### config.mk
export PLATFORM = sky130hd
export DESIGN_NAME = load_store_unit
export DESIGN_NICKNAME = d
export VERILOG_FILES = /design/src/rtl/lsu_pkg.sv /design/src/rtl/load_extend.sv /design/src/rtl/load_store_unit.sv
export SDC_FILE = /design/constraint.sdc
export NUM_CORES = 1
export LEC_CHECK = 0
export CAP_MARGIN = 20
export CORE_MARGIN = 4
export CORE_UTILIZATION = 45
export DETAILED_ROUTE_END_ITERATION = 8
export GPL_TIMING_DRIVEN = 0
export PLACE_DENSITY = 0.85
export SKIP_CTS_REPAIR_TIMING = 1
export SYNTH_ARGS = -nofsm -noshare
export SYNTH_HDL_FRONTEND = slang
export SYNTH_SLANG_ARGS = --single-unit
### constraint.sdc
create_clock -name clk -period 5.7 [get_ports clk]
set_clock_uncertainty 0.05 [all_clocks]
set_input_delay 0.855 -clock clk [delete_from_list [all_inputs] [get_ports clk]]
set_output_delay 0.855 -clock clk [all_outputs]
set_load 0.01 [all_outputs]
### src/rtl/lsu_pkg.sv
// Shared constants, state encoding and small decode helpers for the load/store unit.
package lsu_pkg;

  // RV32 load/store funct3 encodings
  localparam logic [2:0] F3_B  = 3'b000;
  localparam logic [2:0] F3_H  = 3'b001;
  localparam logic [2:0] F3_W  = 3'b010;
  localparam logic [2:0] F3_BU = 3'b100;
  localparam logic [2:0] F3_HU = 3'b101;

  // memory controller instr_mode encodings
  localparam logic [1:0] MODE_WORD = 2'b00;
  localparam logic [1:0] MODE_BYTE = 2'b01;
  localparam logic [1:0] MODE_HALF = 2'b10;

  typedef enum logic [1:0] {
    IDLE  = 2'b00,
    ISSUE = 2'b01,
    WAIT  = 2'b10,
    RESP  = 2'b11
  } lsu_state_t;

  // access size is carried in funct3[1:0]; funct3[2] only selects unsigned loads
  function automatic logic [1:0] f3_to_mode(input logic [2:0] f3);
    logic [1:0] mode;
    case (f3[1:0])
      2'b00:   mode = MODE_BYTE;
      2'b01:   mode = MODE_HALF;
      default: mode = MODE_WORD;
    endcase
    return mode;
  endfunction

  function automatic logic f3_legal(input logic we, input logic [2:0] f3);
    logic ok;
    if (we) ok = (f3 == F3_B) || (f3 == F3_H) || (f3 == F3_W);
    else    ok = (f3 == F3_B) || (f3 == F3_H) || (f3 == F3_W) ||
                 (f3 == F3_BU) || (f3 == F3_HU);
    return ok;
  endfunction

endpackage

### src/rtl/load_extend.sv
// Sign/zero extension of zero-filled controller read data.
// Ports: i_funct3 - load funct3; i_data - raw controller data (low bytes valid);
//        o_data_c - extended result (combinational).
module load_extend
  import lsu_pkg::*;
(
  input  logic [2:0]  i_funct3,
  input  logic [31:0] i_data,
  output logic [31:0] o_data_c
);

  always_comb begin
    o_data_c = i_data;
    case (i_funct3)
      F3_B:    o_data_c = {{24{i_data[7]}}, i_data[7:0]};
      F3_BU:   o_data_c = {24'h0, i_data[7:0]};
      F3_H:    o_data_c = {{16{i_data[15]}}, i_data[15:0]};
      F3_HU:   o_data_c = {16'h0, i_data[15:0]};
      default: o_data_c = i_data;
    endcase
  end

endmodule

### src/rtl/load_store_unit.sv
// Load/store unit: validates one core request, drives the memory controller,
// waits for its done pulse (with timeout) and returns a one-cycle response.
// Ports: clk/rst_n (sync active-low); req_* core request channel;
//        resp_* one-cycle response; mem_* memory controller interface.
module load_store_unit
  import lsu_pkg::*;
#(
  parameter int unsigned TIMEOUT_CYCLES = 15,
  parameter int unsigned ADDR_W         = 24
) (
  input  logic              clk,
  input  logic              rst_n,
  input  logic              req_valid,
  output logic              req_ready,
  input  logic              req_we,
  input  logic [2:0]        req_funct3,
  input  logic [ADDR_W-1:0] req_addr,
  input  logic [31:0]       req_wdata,
  output logic              resp_valid,
  output logic [31:0]       resp_rdata,
  output logic              resp_misaligned,
  output logic              resp_fault,
  output logic              mem_enable,
  output logic              mem_we,
  output logic [ADDR_W-1:0] mem_addr,
  output logic [31:0]       mem_wdata,
  output logic [1:0]        mem_instr_mode,
  input  logic [31:0]       mem_rdata,
  input  logic              mem_op_r
);

  localparam int unsigned CNT_W = $clog2(TIMEOUT_CYCLES + 1);

  lsu_state_t       r_state;
  logic [CNT_W-1:0] r_cnt;
  logic [2:0]       r_funct3;

  logic        w_legal;
  logic        w_misaligned;
  logic [1:0]  w_mode;
  logic [31:0] w_ext;

  // request decode, only meaningful while IDLE
  always_comb begin
    w_legal      = f3_legal(req_we, req_funct3);
    w_mode       = f3_to_mode(req_funct3);
    w_misaligned = 1'b0;
    if (w_legal) begin
      if (w_mode == MODE_HALF)      w_misaligned = req_addr[0];
      else if (w_mode == MODE_WORD) w_misaligned = (req_addr[1:0] != 2'b00);
    end
  end

  load_extend u_ext (
    .i_funct3 (r_funct3),
    .i_data   (mem_rdata),
    .o_data_c (w_ext)
  );

  // control FSM; all outputs registered
  always_ff @(posedge clk) begin
    if (!rst_n) begin
      r_state         <= IDLE;
      r_cnt           <= '0;
      r_funct3        <= 3'b000;
      req_ready       <= 1'b1;
      resp_valid      <= 1'b0;
      resp_rdata      <= 32'h0;
      resp_misaligned <= 1'b0;
      resp_fault      <= 1'b0;
      mem_enable      <= 1'b0;
      mem_we          <= 1'b0;
      mem_addr        <= '0;
      mem_wdata       <= 32'h0;
      mem_instr_mode  <= 2'b00;
    end else begin
      mem_enable <= 1'b0;
      resp_valid <= 1'b0;
      case (r_state)
        IDLE: begin
          if (req_valid) begin
            req_ready <= 1'b0;
            r_funct3  <= req_funct3;
            if (!w_legal || w_misaligned) begin
              // rejected without touching the controller
              r_state         <= RESP;
              resp_valid      <= 1'b1;
              resp_rdata      <= 32'h0;
              resp_fault      <= !w_legal;
              resp_misaligned <= w_misaligned;
            end else begin
              // mem_* stay frozen until the response; controller samples late
              r_state        <= ISSUE;
              mem_enable     <= 1'b1;
              mem_we         <= req_we;
              mem_addr       <= req_addr;
              mem_wdata      <= req_wdata;
              mem_instr_mode <= w_mode;
            end
          end
        end
        ISSUE: begin
          r_cnt   <= '0;
          r_state <= WAIT;
        end
        WAIT: begin
          // done pulse takes priority over a coincident timeout
          if (mem_op_r) begin
            r_state         <= RESP;
            resp_valid      <= 1'b1;
            resp_rdata      <= mem_we ? 32'h0 : w_ext;
            resp_fault      <= 1'b0;
            resp_misaligned <= 1'b0;
          end else if (r_cnt == CNT_W'(TIMEOUT_CYCLES - 1)) begin
            r_state         <= RESP;
            resp_valid      <= 1'b1;
            resp_rdata      <= 32'h0;
            resp_fault      <= 1'b1;
            resp_misaligned <= 1'b0;
          end else begin
            r_cnt <= r_cnt + CNT_W'(1);
          end
        end
        RESP: begin
          r_state         <= IDLE;
          req_ready       <= 1'b1;
          resp_rdata      <= 32'h0;
          resp_fault      <= 1'b0;
          resp_misaligned <= 1'b0;
        end
        default: r_state <= IDLE;
      endcase
    end
  end

endmodule

==> metrics.csv, run 1 <==
metric,value,unit
port-buffer-count,190,
hp-class,flip-flop to flip-flop,
layout_setup_ws,3.16,ns
finalSetupViolations,0,
critPathKind,primary input to flip-flop,
synth_cell_types,44,
dr_total_vias,4258,
worstReg2RegEnd,mem_wdata[5],
placedInstanceArea,6480,µm²
synthTopCellsByCount,"nand2_1 (149), dfxtp_1 (105), a21boi_0 (55)",
grt.overflow.total,0,
synth_flop_cell,dfxtp_1,
min_period_over_period,44.5,%
antenna_left,0,
synth_top_area_cell,dfxtp_1,
postSynthCellCount,502,
power,1.96,mW
finish.net_count,805,
setup-tns-final,0,ns
synth_area_per_cell,8.80,µm²
reg2reg_depth,9,
grt_max_degree,18,
place_ws,2.80,ns
status,finished clean,
avgViaCountPerCell,5.09,
post-synth-top-count-cell,nand2_1,
area_delta_synth_final,50.7,%
synth_edf_count,0,
cp-start-kind,primary input,
synth_top_cell_area_share,47.6,%
cp_data_arrival_time,2.76,ns
drv_slew,0,
core_area,9420,µm²
worst_pin_slew,1.12,ns
nFillCells,751,
numCtsBuffers,9,
first_pass_iters,4,
r2r_start,r_state[0],
drc,0,
cellLeakagePower,2.40,nW
pin_count,192,
grt_pass1_vias,4263,
peakVddDrop,0.171,mV
cp.required,5.92,ns
wl_per_cell,15.6,µm
ys_warn_count,0,
n_antenna_cell,0,
ys_top_cells_by_area,"dfxtp_1 (48%), nand2_1 (13%), a21boi_0 (9.3%), nand2b_1 (2.7%), mux2i_1 (2.3%)",
design_area,6660,µm²
r2r_slack,3.47,ns
die_w,107,µm
rsz0062_at_grt,false,
final_core_util,70.7,%
cap_violations,0,
endpoint,resp_rdata[17],
min_path_cells,2,
min_period,2.54,ns
cts_tree,built,
antenna_found_initial,0,
finalHoldViolCount,0,
slew_headroom,24.2,%
ys_seq_area_share,47.6,%
grt.total_usage,22.7,%
synth-seq-cells,105,
synthArstFlopShare,0,%
end_kind,flip-flop,
cts_root_buf,clkbuf_8,
gp_congestion,0.780,
initial_core_util,46.9,%
wirelength,13000,µm
dp_hpwl,10100,µm
grt_first_pass_wirelength,20800,µm
synthesis.nets,604,
htreeDepth,3,
drive_gt1_share,6.79,%
die_area,11500,µm²
drtIter0Drc,218,
clk_pin_slew,0.11,ns
clockBufferDepth,2,
worstSetupStartpoint,req_funct3[0],
cts_num_sinks,105,
p_per_area,294,nW/µm²
insertion_delay,0.36,ns
std_cell_rows,35,
die_h,107,µm
path_max_fanout,10,
netlist_area,4420,µm²
fmaxAchievable,394,MHz
-- how the worst min path moves through the flow --
stage,to,from
after floorplan,r_funct3[2],r_funct3[2]
after global placement,mem_wdata[10],mem_wdata[10]
after detailed placement,mem_wdata[10],mem_wdata[10]
after CTS,mem_wdata[10],mem_wdata[10]
after global routing,mem_wdata[10],mem_wdata[10]
final,mem_wdata[10],mem_wdata[10]
-- power by group --
part,total [mW],internal [mW],leakage (nW),switching [mW]
clock,0.432,0.173,0.0895,0.259
sequential,0.843,0.803,0.851,0.0402
combinational,0.686,0.328,1.46,0.358
total,1.96,1.30,2.40,0.657
-- stage by stage --
step / instances / hold slack, ns
floorplan: 502 / 0.407
global placement: 821 / 0.391
detailed placement: 821 / 0.396
CTS: 836 / 0.408
global route: 836 / 0.434
finish: 836 / 0.405
-- metal layers --
metal	vias to the layer above	GRT usage (%)	share of wire (%)
li1	2097	-	-
met1	1985	27.0	41
met2	136	38.5	49
met3	40	4.82	5.7
met4	0	11.6	3.9
met5	-	0	0
-- registers in the layout, indices dropped and copies added (netlist names), 2 cells and up --
name            count
mem_wdata          32
resp_rdata         32
mem_addr           24
r_cnt               4
r_funct3            3
mem_instr_mode      2
r_state             2
-- layout by cell type, fill, tap and decap left out, types with 2 or more instances in the layout --
cell type        Yosys  layout
and2_1               4       4
a21boi_0            55      55
o21a_1              10      10
nand2b_1            19      19
nor2_1               7       7
dfxtp_1            105     105
inv_1                3       3
inv_6                0       3
o211a_1              2       2
a31o_1              10      10
nand2_1            149     149
clkbuf_1            21      21
a31o_2               6       6
buf_4                6       6
clkbuf_8             0      10
nand3_1              6       6
clkdlybuf4s50_1      0     190
or3_1                2       2
ha_1                 6       6
a32o_1               8       8
o21ai_0             14      14
a21oi_1             17      17
buf_6                5       5
buf_2                7       7
a21boi_1             8       8
and3_1               2       2
mux2i_1             10      10
-- worst max-delay path, cell delays in order --
cell             delay (ns)
clkdlybuf4s50_1        0.63
a221oi_2               0.15
o32ai_2                0.35
buf_6                  0.20
buf_2                  0.25
a21oi_1                0.11
a31o_1                 0.22
-- area by class of cell --
cell class                 instances  area [µm²]  share of cell area (%)
clock buffer                      10         138                    2.07
timing repair buffer             190        1900                    28.6
multi-input combinational        354        2080                    31.3
buffer                            40         220                    3.31
inverter                           3        11.3                   0.169
tap                              129         161                    2.42
sequential                       105        2100                    31.6
clock inverter                     5        38.8                   0.583
-- cell families (layout without fill, tap and decap cells) --
group | Yosys count | after routing | synth area share (%)
AOI/OAI and AO/OA | 138 | 138 | 23.3
xor gates and xnor gates | 2 | 2 | 0.397
adders and majority gates | 6 | 6 | 1.70
buffers and inverters | 43 | 248 | 5.24
DFF | 105 | 105 | 47.6
muxes | 10 | 10 | 2.27
and+or+nand+nor | 198 | 198 | 19.5
(Power assumes the default switching activity.)
==> inputs of run 2 (changes only) <==
--- a/config.mk
+++ b/config.mk
@@ -7,10 +7,10 @@
 export LEC_CHECK = 0
 export CAP_MARGIN = 20
 export CORE_MARGIN = 4
-export CORE_UTILIZATION = 45
+export CORE_UTILIZATION = 42
 export DETAILED_ROUTE_END_ITERATION = 8
 export GPL_TIMING_DRIVEN = 0
-export PLACE_DENSITY = 0.85
+export PLACE_DENSITY = 0.8
 export SKIP_CTS_REPAIR_TIMING = 1
 export SYNTH_ARGS = -nofsm -noshare
 export SYNTH_HDL_FRONTEND = slang
==> constraint.sdc (replaced) <==
create_clock -name clk -period 2.5 [get_ports clk]
set_clock_uncertainty 0.05 [all_clocks]
set_input_delay 0.375 -clock clk [delete_from_list [all_inputs] [get_ports clk]]
set_output_delay 0.375 -clock clk [all_outputs]
set_load 0.01 [all_outputs]
==> run 2 against run 1 <==
Cell area increased by 0.39%. Utilization shrank 5.7 points. Largest cell class unchanged. Worst setup slack got worse by 2.9 ns. Clock-buffer cell count increased by 1. Largest power group unchanged. Die area up 6.6%. Non-clock buffer count is the same. Final cell count up 0.84%. Register-to-register slack got worse by 3.2 ns. Via count shrank 0.23%. Critical path depth rose by 2. Sequential share of layout area is 0.12 points lower. Total power rose by 130%.
==> metrics.csv, run 2 (synthesis results as in run 1) <==
metric,value,unit
finalHoldViolCount,0,
placedInstanceArea,6490,µm²
final_core_util,65.0,%
wirelength,13000,µm
fin_cells,843,
power,4.55,mW
cts_root_buf,clkbuf_8,
worst_pin_slew,1.07,ns
pin_count,192,
peakVddDrop,0.296,mV
cp.required,2.73,ns
place_ws,0.0928,ns
gp_congestion,0.786,
numCtsBuffers,9,
path_buf_inv,4,
hold_slack,0.404,ns
antenna_found_initial,0,
grt.overflow.total,0,
status,finished clean,
port-buffer-count,190,
clk_pin_slew,0.09,ns
initial_core_util,43.0,%
die_area,12200,µm²
hp-start,mem_wdata[4],
n_antenna_cell,0,
insertion_delay,0.35,ns
r2r_start,r_state[0],
end_kind,flip-flop,
first_pass_iters,5,
worstSetupStartpoint,r_state[0],
setup-tns-final,0,ns
grt.total_usage,20.5,%
htreeDepth,3,
wl_per_cell,15.4,µm
p_int,3.07,mW
grt_first_pass_wirelength,20800,µm
area_delta_synth_final,51.3,%
finalSetupViolations,0,
nFillCells,896,
avgViaCountPerCell,5.04,
rsz0062_at_grt,false,
cts_num_sinks,105,
p_switching,1.48,mW
finish.net_count,805,
grt_pass1_vias,4137,
crit_slowest_cell,dfxtp_1,
die_w,111,µm
std_cell_rows,37,
path_max_fanout,10,
die_h,111,µm
grt.busiest_layer,met2,
core_area,10300,µm²
combPwrFrac,34.3,%
p_per_area,680,nW/µm²
min_period,2.22,ns
dp_hpwl,9950,µm
cellLeakagePower,2.41,nW
layout_setup_ws,0.284,ns
final_common_cell,clkdlybuf4s50_1,
drtIter0Drc,212,
top_regs,"mem_wdata: 32 flops, resp_rdata: 32 flops, mem_addr: 24 flops",
drive_gt1_share,6.65,%
p_seq_share,42.2,%
cap_violations,0,
worstPathCellList,"inv_1, ha_1, clkbuf_2, nand2_1, o21bai_2, buf_2, buf_2, nand2_1, a21boi_0",
clkPwrFrac,23.5,%
design_area,6680,µm²
cp_top_family,buffers and inverters,
critPathKind,flip-flop to flip-flop,
cts_tree,built,
switching_share,32.5,%
grtUsageMet3,5.32,%
cp_data_arrival_time,2.44,ns
drc,0,
antenna_left,0,
fmaxAchievable,451,MHz
layout_common_cells,"clkdlybuf4s50_1 (190), nand2_1 (149), dfxtp_1 (105), a21boi_0 (55), clkbuf_1 (22)",
crit_path_max_incr_delay,0.39,ns
grt_max_degree,17,
drv_slew,0,
use_met1,24.8,%
min_period_over_period,88.6,%
placed_cells,828,
dr_total_vias,4248,
cp-start-kind,flip-flop,
clockBufferDepth,2,
slew_headroom,27.7,%
hp-class,flip-flop to flip-flop,
grtUsageMet2,35.5,%
run 2: cell types whose count changed in the layout (fill, tap and decap cells not counted):
| cell | before | now |
|---|---|---|
| clkbuf_1 | 21 | 22 |
| clkinvlp_4 | 1 | 0 |
| bufinv_16 | 0 | 1 |
| inv_6 | 3 | 1 |
| clkinv_4 | 0 | 1 |
run 2: path summary, 6_finish.rpt:
path	endpoint	slack [ns]	cells after the start
min reg2reg	mem_wdata[4]	0.40	2
max reg2reg	mem_wdata[9]	0.28	9
min	mem_wdata[4]	0.40	2
max	mem_wdata[9]	0.28	9
run 2: power by group through the flow:
stage	sequential, mW	combinational, mW	clock [mW]
after floorplan	2.01	0.850	0
after global placement	1.95	1.52	0
after detailed placement	1.96	1.56	0
after CTS	1.92	1.57	1.10
after global routing	1.94	1.69	1.18
final	1.92	1.56	1.07
run 2: final cells by class:
cell class | instances | area (µm²) | area share, %
plain buffers | 40 | 220 | 3.29
multi-input cells | 354 | 2080 | 31.2
repair buffers | 190 | 1900 | 28.5
well taps | 136 | 170 | 2.55
inverters | 3 | 11.3 | 0.168
flip-flops and latches | 105 | 2100 | 31.4
clock buffers | 11 | 141 | 2.12
clock inverters | 4 | 52.6 | 0.786
run 2: routing by layer:
layer,part of all wire (%),wire (µm),vias to the layer above
li1,-,-,2092
met1,42,5490,2001
met2,50,6420,130
met3,5.6,720,25
met4,2.5,328,0
met5,0,0,-
run 2: worst min-delay path, stage by stage (launching register included):
cell and delay [ns]:
dfxtp_1 0.32, nand2_1 0.05, a21boi_1 0.05
==> inputs of run 3 (changes only) <==
--- a/config.mk
+++ b/config.mk
@@ -8,6 +8,7 @@
 export CAP_MARGIN = 20
 export CORE_MARGIN = 4
 export CORE_UTILIZATION = 42
+export CTS_CLUSTER_SIZE = 10
 export DETAILED_ROUTE_END_ITERATION = 8
 export GPL_TIMING_DRIVEN = 0
 export PLACE_DENSITY = 0.8
==> results of run 3 <==
Same layout as run 2: the final DEF is identical, and so are final timing and power.
